File: src/rtl/sr_axi_adapter_pkg.sv
// Shared types for the single-request AXI burst adapter: FSM states, AXI encodings,
// beat-size helper and the NoC master-port structs (same layout as axi_type.svh).
package sr_axi_adapter_pkg;

    localparam int unsigned AXI_ADDR_W = 16;
    localparam int unsigned AXI_DATA_W = 8;
    localparam int unsigned AXI_ID_W   = 4;

    localparam logic [1:0] INCR = 2'b01;
    localparam logic [1:0] OKAY = 2'b00;

    typedef enum logic [2:0] {
        StIdle,
        StWrite,
        StWaitB,
        StReadAr,
        StReadR,
        StResp
    } state_e;

    typedef struct packed {
        logic [AXI_ID_W-1:0]     awid;
        logic [AXI_ADDR_W-1:0]   awaddr;
        logic [7:0]              awlen;
        logic [2:0]              awsize;
        logic [1:0]              awburst;
        logic                    awvalid;
        logic [AXI_DATA_W-1:0]   wdata;
        logic [AXI_DATA_W/8-1:0] wstrb;
        logic                    wlast;
        logic                    wvalid;
        logic                    bready;
        logic [AXI_ID_W-1:0]     arid;
        logic [AXI_ADDR_W-1:0]   araddr;
        logic [7:0]              arlen;
        logic [2:0]              arsize;
        logic [1:0]              arburst;
        logic                    arvalid;
        logic                    rready;
    } axi_mosi_t;

    typedef struct packed {
        logic                  awready;
        logic                  wready;
        logic [1:0]            bresp;
        logic                  bvalid;
        logic                  arready;
        logic [AXI_DATA_W-1:0] rdata;
        logic [1:0]            rresp;
        logic                  rlast;
        logic                  rvalid;
    } axi_miso_t;

    // AxSIZE encoding for a beat of data_width bits
    function automatic logic [2:0] axi_size(input int unsigned data_width);
        return 3'($clog2(data_width / 8));
    endfunction

endpackage

File: src/rtl/sr_axi_burst_adapter_if.sv
// Core memory port plus NoC AXI master port of the burst adapter.
// slave = adapter side, master = core/NoC side.
interface sr_axi_burst_adapter_if
    import sr_axi_adapter_pkg::*;
#(
    parameter int unsigned ADDR_WIDTH     = 16,
    parameter int unsigned MEM_DATA_WIDTH = 32
);
    logic                        mem_wr_i;
    logic [ADDR_WIDTH-1:0]       mem_addr_i;
    logic [MEM_DATA_WIDTH-1:0]   mem_wdata_i;
    logic [MEM_DATA_WIDTH/8-1:0] mem_wstrb_i;
    logic                        mem_req_valid_i;
    logic                        mem_req_ready_o;
    logic                        mem_resp_valid_o;
    logic                        mem_resp_ready_i;
    logic [MEM_DATA_WIDTH-1:0]   mem_rdata_o;
    logic                        mem_resp_err_o;
    axi_miso_t                   in_miso_i;
    axi_mosi_t                   in_mosi_o;

    modport slave (
        input  mem_wr_i, mem_addr_i, mem_wdata_i, mem_wstrb_i, mem_req_valid_i,
               mem_resp_ready_i, in_miso_i,
        output mem_req_ready_o, mem_resp_valid_o, mem_rdata_o, mem_resp_err_o, in_mosi_o
    );

    modport master (
        output mem_wr_i, mem_addr_i, mem_wdata_i, mem_wstrb_i, mem_req_valid_i,
               mem_resp_ready_i, in_miso_i,
        input  mem_req_ready_o, mem_resp_valid_o, mem_rdata_o, mem_resp_err_o, in_mosi_o
    );
endinterface

File: src/rtl/sr_axi_beat_serdes.sv
// Beat counter with write-slice mux and read-slice write-back for one burst.
// The counter saturates at BEATS so surplus read beats are dropped.
module sr_axi_beat_serdes #(
    parameter int unsigned BEATS      = 4,
    parameter int unsigned BEAT_WIDTH = 8
) (
    input  logic                              clk,
    input  logic                              rst,
    input  logic                              clr_i,
    input  logic                              w_adv_i,
    input  logic                              r_adv_i,
    input  logic [BEATS*BEAT_WIDTH-1:0]       wdata_i,
    input  logic [BEATS*BEAT_WIDTH/8-1:0]     wstrb_i,
    input  logic [BEAT_WIDTH-1:0]             r_beat_i,
    output logic [BEAT_WIDTH-1:0]             w_beat_o,
    output logic [BEAT_WIDTH/8-1:0]           w_strb_o,
    output logic                              last_beat_o,
    output logic [BEATS*BEAT_WIDTH-1:0]       rdata_o
);
    localparam int unsigned CNT_WIDTH = $clog2(BEATS + 1);
    localparam int unsigned STRB_W    = BEAT_WIDTH / 8;

    logic [CNT_WIDTH-1:0]        cnt_q;
    logic [BEATS*BEAT_WIDTH-1:0] rdata_q;

    always_ff @(posedge clk or posedge rst) begin
        if (rst) begin
            cnt_q <= '0;
        end else if (clr_i) begin
            cnt_q <= '0;
        end else if ((w_adv_i || r_adv_i) && (cnt_q != CNT_WIDTH'(BEATS))) begin
            cnt_q <= cnt_q + 1'b1;
        end
    end

    always_ff @(posedge clk or posedge rst) begin
        if (rst) begin
            rdata_q <= '0;
        end else if (clr_i) begin
            rdata_q <= '0;
        end else if (r_adv_i) begin
            for (int k = 0; k < BEATS; k++) begin
                if (cnt_q == CNT_WIDTH'(k)) begin
                    rdata_q[k*BEAT_WIDTH +: BEAT_WIDTH] <= r_beat_i;
                end
            end
        end
    end

    always_comb begin
        w_beat_o = '0;
        w_strb_o = '0;
        for (int k = 0; k < BEATS; k++) begin
            if (cnt_q == CNT_WIDTH'(k)) begin
                w_beat_o = wdata_i[k*BEAT_WIDTH +: BEAT_WIDTH];
                w_strb_o = wstrb_i[k*STRB_W +: STRB_W];
            end
        end
    end

    assign last_beat_o = (cnt_q == CNT_WIDTH'(BEATS - 1));
    assign rdata_o     = rdata_q;

endmodule

File: src/rtl/sr_axi_burst_adapter.sv
// Converts one core memory request into a single INCR AXI burst and returns a held response.
// Define SR_AXI_ADAPTER_TIMEOUT_EN to add a watchdog that aborts a stalled burst with err=1.
module sr_axi_burst_adapter
    import sr_axi_adapter_pkg::*;
#(
    parameter int unsigned ADDR_WIDTH     = 16,
    parameter int unsigned MEM_DATA_WIDTH = 32,
    parameter int unsigned AXI_DATA_WIDTH = 8,
    parameter int unsigned ID_WIDTH       = 4,
    parameter int unsigned ID_SHIFT       = 12,
    parameter int unsigned TIMEOUT_CYCLES = 1024
) (
    input logic                   clk,
    input logic                   rst,
    sr_axi_burst_adapter_if.slave bus
);
    localparam int unsigned BEATS = MEM_DATA_WIDTH / AXI_DATA_WIDTH;

    if (AXI_DATA_WIDTH < 8 || (AXI_DATA_WIDTH & (AXI_DATA_WIDTH - 1)) != 0 ||
        AXI_DATA_WIDTH != AXI_DATA_W) begin : g_bad_axi_width
        $error("AXI_DATA_WIDTH must be a power of two >= 8 matching the AXI structs");
    end
    if (MEM_DATA_WIDTH % AXI_DATA_WIDTH != 0 || BEATS == 0 || BEATS > 256) begin : g_bad_beats
        $error("MEM_DATA_WIDTH must be 1..256 whole AXI beats");
    end
    if (ADDR_WIDTH > AXI_ADDR_W || ID_WIDTH > AXI_ID_W || TIMEOUT_CYCLES == 0) begin : g_bad_cfg
        $error("address/ID width exceeds AXI struct fields or TIMEOUT_CYCLES is zero");
    end

    state_e                      state_q, state_d;
    logic [ADDR_WIDTH-1:0]       addr_q;
    logic [MEM_DATA_WIDTH-1:0]   wdata_q;
    logic [MEM_DATA_WIDTH/8-1:0] wstrb_q;
    logic                        aw_done_q, aw_done_d;
    logic                        w_done_q, w_done_d;
    logic                        err_q, err_d;

    logic                        req_hs, aw_hs, w_hs, b_hs, ar_hs, r_hs;
    logic                        aw_valid, w_valid, ar_valid;
    logic                        last_beat, timeout;
    logic [ID_WIDTH-1:0]         axi_id;
    logic [AXI_DATA_WIDTH-1:0]   w_beat;
    logic [AXI_DATA_WIDTH/8-1:0] w_strb;
    logic [MEM_DATA_WIDTH-1:0]   rdata;
    axi_mosi_t                   mosi;

    // Valids come only from registered state so no AXI input reaches them combinationally
    assign aw_valid = (state_q == StWrite) && !aw_done_q;
    assign w_valid  = (state_q == StWrite) && !w_done_q;
    assign ar_valid = (state_q == StReadAr);

    assign req_hs = bus.mem_req_ready_o && bus.mem_req_valid_i;
    assign aw_hs  = aw_valid && bus.in_miso_i.awready;
    assign w_hs   = w_valid && bus.in_miso_i.wready;
    assign b_hs   = (state_q == StWaitB) && bus.in_miso_i.bvalid;
    assign ar_hs  = ar_valid && bus.in_miso_i.arready;
    assign r_hs   = (state_q == StReadR) && bus.in_miso_i.rvalid;

    assign axi_id = ID_WIDTH'(addr_q >> ID_SHIFT) + ID_WIDTH'(1);

    sr_axi_beat_serdes #(
        .BEATS      (BEATS),
        .BEAT_WIDTH (AXI_DATA_WIDTH)
    ) u_serdes (
        .clk         (clk),
        .rst         (rst),
        .clr_i       (req_hs),
        .w_adv_i     (w_hs),
        .r_adv_i     (r_hs),
        .wdata_i     (wdata_q),
        .wstrb_i     (wstrb_q),
        .r_beat_i    (bus.in_miso_i.rdata),
        .w_beat_o    (w_beat),
        .w_strb_o    (w_strb),
        .last_beat_o (last_beat),
        .rdata_o     (rdata)
    );

`ifdef SR_AXI_ADAPTER_TIMEOUT_EN
    localparam int unsigned TO_W = $clog2(TIMEOUT_CYCLES + 1);
    logic [TO_W-1:0] to_q, to_d;
    logic            to_active, any_hs;

    assign to_active = state_q inside {StWrite, StWaitB, StReadAr, StReadR};
    assign any_hs    = aw_hs || w_hs || b_hs || ar_hs || r_hs;
    assign timeout   = to_active && !any_hs && (to_q == TO_W'(TIMEOUT_CYCLES - 1));

    always_comb begin
        to_d = to_q + 1'b1;
        if (!to_active || any_hs || timeout) begin
            to_d = '0;
        end
    end

    always_ff @(posedge clk or posedge rst) begin
        if (rst) begin
            to_q <= '0;
        end else begin
            to_q <= to_d;
        end
    end
`else
    assign timeout = 1'b0;
`endif

    always_comb begin
        state_d   = state_q;
        aw_done_d = aw_done_q;
        w_done_d  = w_done_q;
        err_d     = err_q;
        unique case (state_q)
            StIdle: begin
                if (req_hs) begin
                    aw_done_d = 1'b0;
                    w_done_d  = 1'b0;
                    err_d     = 1'b0;
                    state_d   = bus.mem_wr_i ? StWrite : StReadAr;
                end
            end
            StWrite: begin
                if (aw_hs) aw_done_d = 1'b1;
                if (w_hs && last_beat) w_done_d = 1'b1;
                if (aw_done_d && w_done_d) state_d = StWaitB;
            end
            StWaitB: begin
                if (b_hs) begin
                    if (bus.in_miso_i.bresp != OKAY) err_d = 1'b1;
                    state_d = StResp;
                end
            end
            StReadAr: begin
                if (ar_hs) state_d = StReadR;
            end
            StReadR: begin
                if (r_hs) begin
                    if (bus.in_miso_i.rresp != OKAY) err_d = 1'b1;
                    if (bus.in_miso_i.rlast) begin
                        if (!last_beat) err_d = 1'b1;
                        state_d = StResp;
                    end
                end
            end
            StResp: begin
                if (bus.mem_resp_ready_i) state_d = StIdle;
            end
            default: state_d = StIdle;
        endcase
        if (timeout) begin
            err_d   = 1'b1;
            state_d = StResp;
        end
    end

    always_ff @(posedge clk or posedge rst) begin
        if (rst) begin
            state_q   <= StIdle;
            aw_done_q <= 1'b0;
            w_done_q  <= 1'b0;
            err_q     <= 1'b0;
        end else begin
            state_q   <= state_d;
            aw_done_q <= aw_done_d;
            w_done_q  <= w_done_d;
            err_q     <= err_d;
        end
    end

    always_ff @(posedge clk or posedge rst) begin
        if (rst) begin
            addr_q  <= '0;
            wdata_q <= '0;
            wstrb_q <= '0;
        end else if (req_hs) begin
            addr_q  <= bus.mem_addr_i;
            wdata_q <= bus.mem_wdata_i;
            wstrb_q <= bus.mem_wstrb_i;
        end
    end

    always_comb begin
        mosi         = '0;
        mosi.awid    = AXI_ID_W'(axi_id);
        mosi.awaddr  = AXI_ADDR_W'(addr_q);
        mosi.awlen   = 8'(BEATS - 1);
        mosi.awsize  = axi_size(AXI_DATA_WIDTH);
        mosi.awburst = INCR;
        mosi.awvalid = aw_valid;
        mosi.wdata   = w_beat;
        mosi.wstrb   = w_strb;
        mosi.wlast   = last_beat;
        mosi.wvalid  = w_valid;
        mosi.bready  = state_q inside {StIdle, StWaitB, StResp};
        mosi.arid    = AXI_ID_W'(axi_id);
        mosi.araddr  = AXI_ADDR_W'(addr_q);
        mosi.arlen   = 8'(BEATS - 1);
        mosi.arsize  = axi_size(AXI_DATA_WIDTH);
        mosi.arburst = INCR;
        mosi.arvalid = ar_valid;
        mosi.rready  = state_q inside {StIdle, StReadR, StResp};
    end

    assign bus.in_mosi_o        = mosi;
    assign bus.mem_req_ready_o  = (state_q == StIdle) && !rst;
    assign bus.mem_resp_valid_o = (state_q == StResp);
    assign bus.mem_rdata_o      = rdata;
    assign bus.mem_resp_err_o   = err_q;

endmodule
File: src/flat_wrapper.sv
// flat-port wrapper written by rule: the top's interface ports become plain ports
module sr_axi_burst_adapter_flat import sr_axi_adapter_pkg::*;
#(
    parameter int unsigned ADDR_WIDTH     = 16,
    parameter int unsigned MEM_DATA_WIDTH = 32,
    parameter int unsigned AXI_DATA_WIDTH = 8,
    parameter int unsigned ID_WIDTH       = 4,
    parameter int unsigned ID_SHIFT       = 12,
    parameter int unsigned TIMEOUT_CYCLES = 1024
)
  (clk, rst, bus_mem_wr_i, bus_mem_addr_i, bus_mem_wdata_i, bus_mem_wstrb_i, bus_mem_req_valid_i, bus_mem_resp_ready_i, bus_in_miso_i, bus_mem_req_ready_o, bus_mem_resp_valid_o, bus_mem_rdata_o, bus_mem_resp_err_o, bus_in_mosi_o);
  sr_axi_burst_adapter_if #(.ADDR_WIDTH(ADDR_WIDTH), .MEM_DATA_WIDTH(MEM_DATA_WIDTH)) bus_i ();
  input logic clk;
  input logic rst;
  input wire logic [$bits(bus_i.mem_wr_i)-1:0] bus_mem_wr_i;
  input wire logic [$bits(bus_i.mem_addr_i)-1:0] bus_mem_addr_i;
  input wire logic [$bits(bus_i.mem_wdata_i)-1:0] bus_mem_wdata_i;
  input wire logic [$bits(bus_i.mem_wstrb_i)-1:0] bus_mem_wstrb_i;
  input wire logic [$bits(bus_i.mem_req_valid_i)-1:0] bus_mem_req_valid_i;
  input wire logic [$bits(bus_i.mem_resp_ready_i)-1:0] bus_mem_resp_ready_i;
  input wire logic [$bits(bus_i.in_miso_i)-1:0] bus_in_miso_i;
  output wire logic [$bits(bus_i.mem_req_ready_o)-1:0] bus_mem_req_ready_o;
  output wire logic [$bits(bus_i.mem_resp_valid_o)-1:0] bus_mem_resp_valid_o;
  output wire logic [$bits(bus_i.mem_rdata_o)-1:0] bus_mem_rdata_o;
  output wire logic [$bits(bus_i.mem_resp_err_o)-1:0] bus_mem_resp_err_o;
  output wire logic [$bits(bus_i.in_mosi_o)-1:0] bus_in_mosi_o;
  assign bus_i.mem_wr_i = bus_mem_wr_i;
  assign bus_i.mem_addr_i = bus_mem_addr_i;
  assign bus_i.mem_wdata_i = bus_mem_wdata_i;
  assign bus_i.mem_wstrb_i = bus_mem_wstrb_i;
  assign bus_i.mem_req_valid_i = bus_mem_req_valid_i;
  assign bus_i.mem_resp_ready_i = bus_mem_resp_ready_i;
  assign bus_i.in_miso_i = bus_in_miso_i;
  assign bus_mem_req_ready_o = bus_i.mem_req_ready_o;
  assign bus_mem_resp_valid_o = bus_i.mem_resp_valid_o;
  assign bus_mem_rdata_o = bus_i.mem_rdata_o;
  assign bus_mem_resp_err_o = bus_i.mem_resp_err_o;
  assign bus_in_mosi_o = bus_i.in_mosi_o;
  sr_axi_burst_adapter #(.ADDR_WIDTH(ADDR_WIDTH), .MEM_DATA_WIDTH(MEM_DATA_WIDTH), .AXI_DATA_WIDTH(AXI_DATA_WIDTH), .ID_WIDTH(ID_WIDTH), .ID_SHIFT(ID_SHIFT), .TIMEOUT_CYCLES(TIMEOUT_CYCLES)) u_core (.clk(clk), .rst(rst), .bus(bus_i));
endmodule
File: config.mk
export PLATFORM = sky130hd
export DESIGN_NAME = sr_axi_burst_adapter_flat
export DESIGN_NICKNAME = d
export VERILOG_FILES = /design/src/rtl/sr_axi_adapter_pkg.sv /design/src/rtl/sr_axi_burst_adapter_if.sv /design/src/rtl/sr_axi_beat_serdes.sv /design/src/rtl/sr_axi_burst_adapter.sv /design/src/flat_wrapper.sv
export SDC_FILE = /design/constraint.sdc
export NUM_CORES = 1
export LEC_CHECK = 0
export ABC_AREA = 1
export CAP_MARGIN = 20
export CORE_UTILIZATION = 39
export CTS_CLUSTER_SIZE = 8
export DETAILED_ROUTE_END_ITERATION = 8
export PLACE_DENSITY = 0.81
export SLEW_MARGIN = 10
export SYNTH_ARGS = -nofsm -noshare
export SYNTH_HDL_FRONTEND = slang
export SYNTH_SLANG_ARGS = --single-unit
File: constraint.sdc
create_clock -name clk -period 2.9 [get_ports clk]
set_clock_uncertainty 0.05 [all_clocks]
set_input_delay 0.435 -clock clk [delete_from_list [all_inputs] [get_ports clk]]
set_output_delay 0.435 -clock clk [all_outputs]
set_load 0.05 [all_outputs]
# After elaboration in Yosys (flattened, before gate mapping)
# Cells that the tools add are included.
# word_totals
regBits,93
latchBits,0
ramBits,0
rom_bits,0
input_bits,75
memories,0
# classes
addsub,2
mul,0
div_mod_pow,0
order_cmp,0
n_eq_ne,17
shifts,0
mux,39
bitwise_logic,0
n_reduce_logical,37
# ops
cell,n
two-way mux 32 bit,2
two-way mux 8 bit,8
two-way mux 3 bit,9
one-hot mux 3 bit (6 select lines),1
nonzero test 2 bit,9
two-way mux 1 bit,15
"== test 3 x 2 -> 1 bit, second input constant",4
logical AND 1 bit,12
"!= test 2 bit, second input constant",5
AND reduction 2 bit,5
nonzero test 3 bit,3
AND reduction 7 bit,1
"== test 3 x 1 -> 1 bit, second input constant",2
"== test 3 bit, second input constant",2
zero test 3 bit,2
"!= test 2 x 1 -> 1 bit, second input constant",3
AND reduction 5 bit,1
"adder 4 x 1 -> 4 bit, second input constant",1
one-hot mux 1 bit (2 select lines),2
"adder 3 x 1 -> 3 bit, second input constant",1
zero test 1 bit,3
"!= test 3 bit, second input constant",1
one-hot mux 1 bit (3 select lines),1
two-way mux 2 bit,1
logical OR 1 bit,1

# Longest topological paths before layout
# depth
word_depth,9
mapped_depth,12
mapped_depth_nobuf,11

# By module
# From an unflattened synthesis, not the netlist that was laid out.
# unflattened
hier_cells,666
hier_area_um2,5023.6
# modules_own_cells
module,instances,cells_each,area_each_um2,seq_area_each_um2
sr_axi_burst_adapter,1,366,2930.3,1451.4
sr_axi_beat_serdes,1,300,2093.3,875.8

# Least setup slack after synthesis
# OpenSTA, ideal clock, no wires.
# synth_path
path_type,register -> output
from,register u_core.u_serdes.cnt_q[1]
to,output bus_in_mosi_o[46]
t_arrival_ps,2275
t_required_ps,2415
slack_ps,140
path_stages_with_launch,9
n_path_buf,0
cell_sequence,dfrtp_1 inv_1 ha_1 inv_1 nor2_2 nand2_1 nand3_1 o21ai_0 o21ai_0
# synth_between
elab_chain_len,5
elab_cells_between_ends,8
cone_classes,eq/ne: 3; mux: 4; reduce/logical: 1
# synth_lines
item,line,text
start: declaration,sr_axi_beat_serdes.sv:23,logic [CNT_WIDTH-1:0] cnt_q;
start signal: assignment,sr_axi_beat_serdes.sv:32,cnt_q <= cnt_q + 1'b1;
zero test 3 bit,sr_axi_beat_serdes.sv:54,if (cnt_q == CNT_WIDTH'(k)) begin
two-way mux 8 bit (3 in series),sr_axi_beat_serdes.sv:54,
two-way mux 8 bit (*),sr_axi_beat_serdes.sv:54,
end: declaration,flat_wrapper.sv:26,output wire logic [$bits(bus_i.in_mosi_o)-1:0] bus_in_mosi_o;
# Mark *: on every way between the ends. The rest lies on a longest branch, timed or not.

# Final worst setup path
# layout_path
from,register u_core.u_serdes.cnt_q[0]
to,output bus_in_mosi_o[38]
# layout_between
elab_chain_len,5
elab_cells_between_ends,8
cone_classes,eq/ne: 3; mux: 4; reduce/logical: 1
# layout_lines
item,line
zero test 3 bit,sr_axi_beat_serdes.sv:54
two-way mux 1 bit (3 in series),sr_axi_beat_serdes.sv:54
two-way mux 1 bit (*),sr_axi_beat_serdes.sv:54
# Marked as above.

==> results.txt <==
status - finished with violations
violations in the final reports - design-rule violations
Area contributors post-synth - dfrtp_1, nand2_1, buf_4, o21ai_0, o21ai_2
R2R depth - 10
critical path cell sequence - inv_1 -> ha_1 -> nand2_1 -> nor2_4 -> nand2_1 -> nand3_1 -> o21ai_0 -> o21ai_0 -> buf_12
Worst-Skew Late Latency - 0.33 ns
min Tclk post-route - 2.687 ns
H-tree depth - 3
Max Cap Viol - 0
Peak VDD IR - 1.179 mV
Crit path required time - 2.41 ns
hold_sp - u_core.wstrb_q[2]$_DFFE_PP0P_
CP Capture Type - output pin
final hold vios - 0
Syn Inst Count - 552
CTS clk-pin slew, worst paths - 0.07 ns
CP max stage delay - 0.40 ns
RSZ-0062 raised after global routing - no
CTS resizes - 0
port buffer count - 164
CTS Buffer Depth - 2
placed instance area - 0.006275 mm2
P_sw - 4.826 mW
drt total wl - 11.72 mm
sequential fraction of the synthesis area - 49.32%
# IOs - 191
drt wl/cell - 14.02 um
DRC viols - 12
initial core utilization - 40.63%
sw frac - 51.70%
pin count of the biggest net entering global routing - 35
endpoints failing setup - 0
most frequent cell after synthesis - nand2_1
CTS buffer count - 9
Post-Syn Area - 0.004718 mm2
antenna-violating nets left - 0
Power Internal - 4.509 mW
vias in the first global route - 3903
TritonCTS Sinks - 93
FP Rows - 39
final max-slew violation count - 0
ys async rst share - 100.0%
Worst-Margin Slew - 0.5335 ns
Die X - 112.0 um
core area - 0.01161 mm2
ANT cells - 0
antenna violations before repair - 0
Logic pwr share - 63.0%
commonest cells in the netlist - nand2_1, dfrtp_1, buf_4, o21ai_0, inv_1
TritonCTS clock tree - done
first-pass GRT wire length - 19.13 mm
Setup CP Type - flop to output pin
Root Driver - clkbuf_16
crit-path max FO - 9
Synth top area share - 49.32%
end point of the worst hold path - u_core.wstrb_q[2]$_DFFE_PP0P_
Top FF cell, synth - dfrtp_1
RR Endpoint - u_core.state_q[0]$_DFFE_PP0P_
Die Ht - 112.0 um
Yosys warning count - 0
Arr. time, crit path - 2.20 ns
leading area contributor after synthesis - dfrtp_1
grt ovf - 0
Leakage - 3.151 nW
DP HPWL - 8.791 mm
PwrDens - 1420 mW/mm2
vias per inst - 4.666
drt pass-1 iters - 7
HP Class - flop to flop
hold buffers post-CTS - 0
Slowest cell on crit path - dfrtp_1
reg2reg start - u_core.u_serdes.cnt_q[2]$_DFFE_PP0P_
crit share post-route - 92.67%
Design Area, Final - 0.006575 mm2
via count - 3901
share of cells above drive strength 1 - 10.97%
hold depth - 2
Final GP Congestion - 0.8401
clock power share - 12.4%
Seq pwr share - 24.6%
post-synthesis register bit count - 93
Post-synth EDFFs - 0
post-synth cell types - 34
Max-slew headroom - 64.33%
final setup TNS - 0 ns
Setup Buffers After CTS - 0
Mean Syn Cell Area - 8.548 um2
Fmax - 372.1 MHz
layout net count - 769
DR iter-0 viols - 207
reg2reg setup slack - 0.74 ns
CP Launch Point - u_core.u_serdes.cnt_q[0]$_DFFE_PP0P_
Die Area - 0.01254 mm2
Power, Total - 9.335 mW
total track usage - 19.37%
Syn-to-layout area delta - 39.35%
Startpoint Class - flop
## cell type report
type                            count  area [um2]
Inverter                           30       118.9
Clock buffer                        9       225.2
Tap cell                          143       178.9
Fill cell                        1042        5039
Timing Repair Buffer              173        1824
Sequential cell                    93        2327
Clock inverter                      7       67.56
Multi-Input combinational cell    381        1833
## cell families (layout without fill, tap and decap cells)
family,Yosys count,after routing,share of synthesized area (%)
other,2,26,0.1592
buffers and inverters,102,219,13.90
adders and majority gates,6,6,1.591
DFF,93,93,49.32
and+or+nand+nor,274,274,24.61
AOI/OAI and AO/OA,73,73,10.05
xor gates and xnor gates,2,2,0.3713
## worst max path at each step
stage	end	slack [ns]
final	bus_in_mosi_o[38]	0.21
after global routing	bus_in_mosi_o[38]	0.07
after CTS	bus_in_mosi_o[38]	0.09
after detailed placement	bus_mem_req_ready_o	0.46
after global placement	bus_mem_req_ready_o	0.47
after floorplan	bus_in_mosi_o[46]	0.14
## per-layer routing
layer,vias up,part of all wire (%),global-route usage [%]
met1,1860,42,23.30
li1,1937,-,-
met3,8,4.1,2.994
met2,96,53,34.74
met4,0,1.2,7.556
met5,-,0,0
## power groups by stage
stage                     logic (mW)  clock network, mW  registers, mW
after floorplan                 3.11                  0           3.26
after global placement          5.80                  0           2.29
after detailed placement        5.89                  0           2.32
after CTS                       5.91               1.18           2.30
after global routing            6.22               1.24           2.38
final                           5.88               1.16           2.30
## sequential cells by signal, summed over array words and instances (netlist names)
register,count
u_core.u_serdes.rdata_o,32
u_core.addr_q,16
u_core.wdata_q,32
u_core.w_done_q,1
u_core.wstrb_q,4
u_core.u_serdes.cnt_q,3
u_core.state_q,3
u_core.aw_done_q,1
u_core.bus.mem_resp_err_o,1
## worst max-delay path, delay by kind of cell (launching register included)
| kind | cells | cell delay, ns |
|---|---|---|
| AND/OR/NAND/NOR | 4 | 0.50 |
| AO/OA/AOI/OAI | 2 | 0.45 |
| flip-flops | 1 | 0.40 |
| buffers and inverters | 2 | 0.32 |
| adder cells (fa/ha/maj) | 1 | 0.19 |
## through the flow
stage | hold WS, ns | util, % | setup WS [ns] | cells
floorplan | 0.3936 | - | 0.1399 | 576
global placement | 0.4110 | 54.03 | 0.4654 | 820
detailed placement | 0.4151 | 54.03 | 0.4615 | 820
CTS | 0.4371 | 56.55 | 0.09170 | 836
global route | 0.4521 | 56.62 | 0.07365 | 836
finish | 0.4376 | 56.62 | 0.2127 | 836
## placed cells by master (no fill, tap or decap), types with 2 or more instances in the layout
master / netlist / final
o21ai_1: 8 / 8
nor2_8: 3 / 3
ha_1: 6 / 6
nand2_2: 4 / 5
conb_1: 2 / 26
nand4_1: 2 / 2
nor2_2: 5 / 4
nor2_4: 2 / 3
clkinvlp_4: 0 / 2
inv_1: 26 / 25
buf_4: 58 / 7
nand2_1: 229 / 228
o21ai_0: 33 / 33
nand2_4: 2 / 2
o21bai_1: 2 / 2
clkbuf_16: 0 / 9
a21oi_1: 3 / 3
nand3_1: 18 / 18
inv_8: 0 / 3
buf_12: 1 / 11
o21ai_2: 17 / 17
dfrtp_1: 93 / 93
clkdlybuf4s50_1: 0 / 155
nor2_1: 7 / 7
clkinv_4: 0 / 2
inv_2: 3 / 3
o211ai_1: 7 / 7
Note: power is estimated with default switching activity, not from simulation.
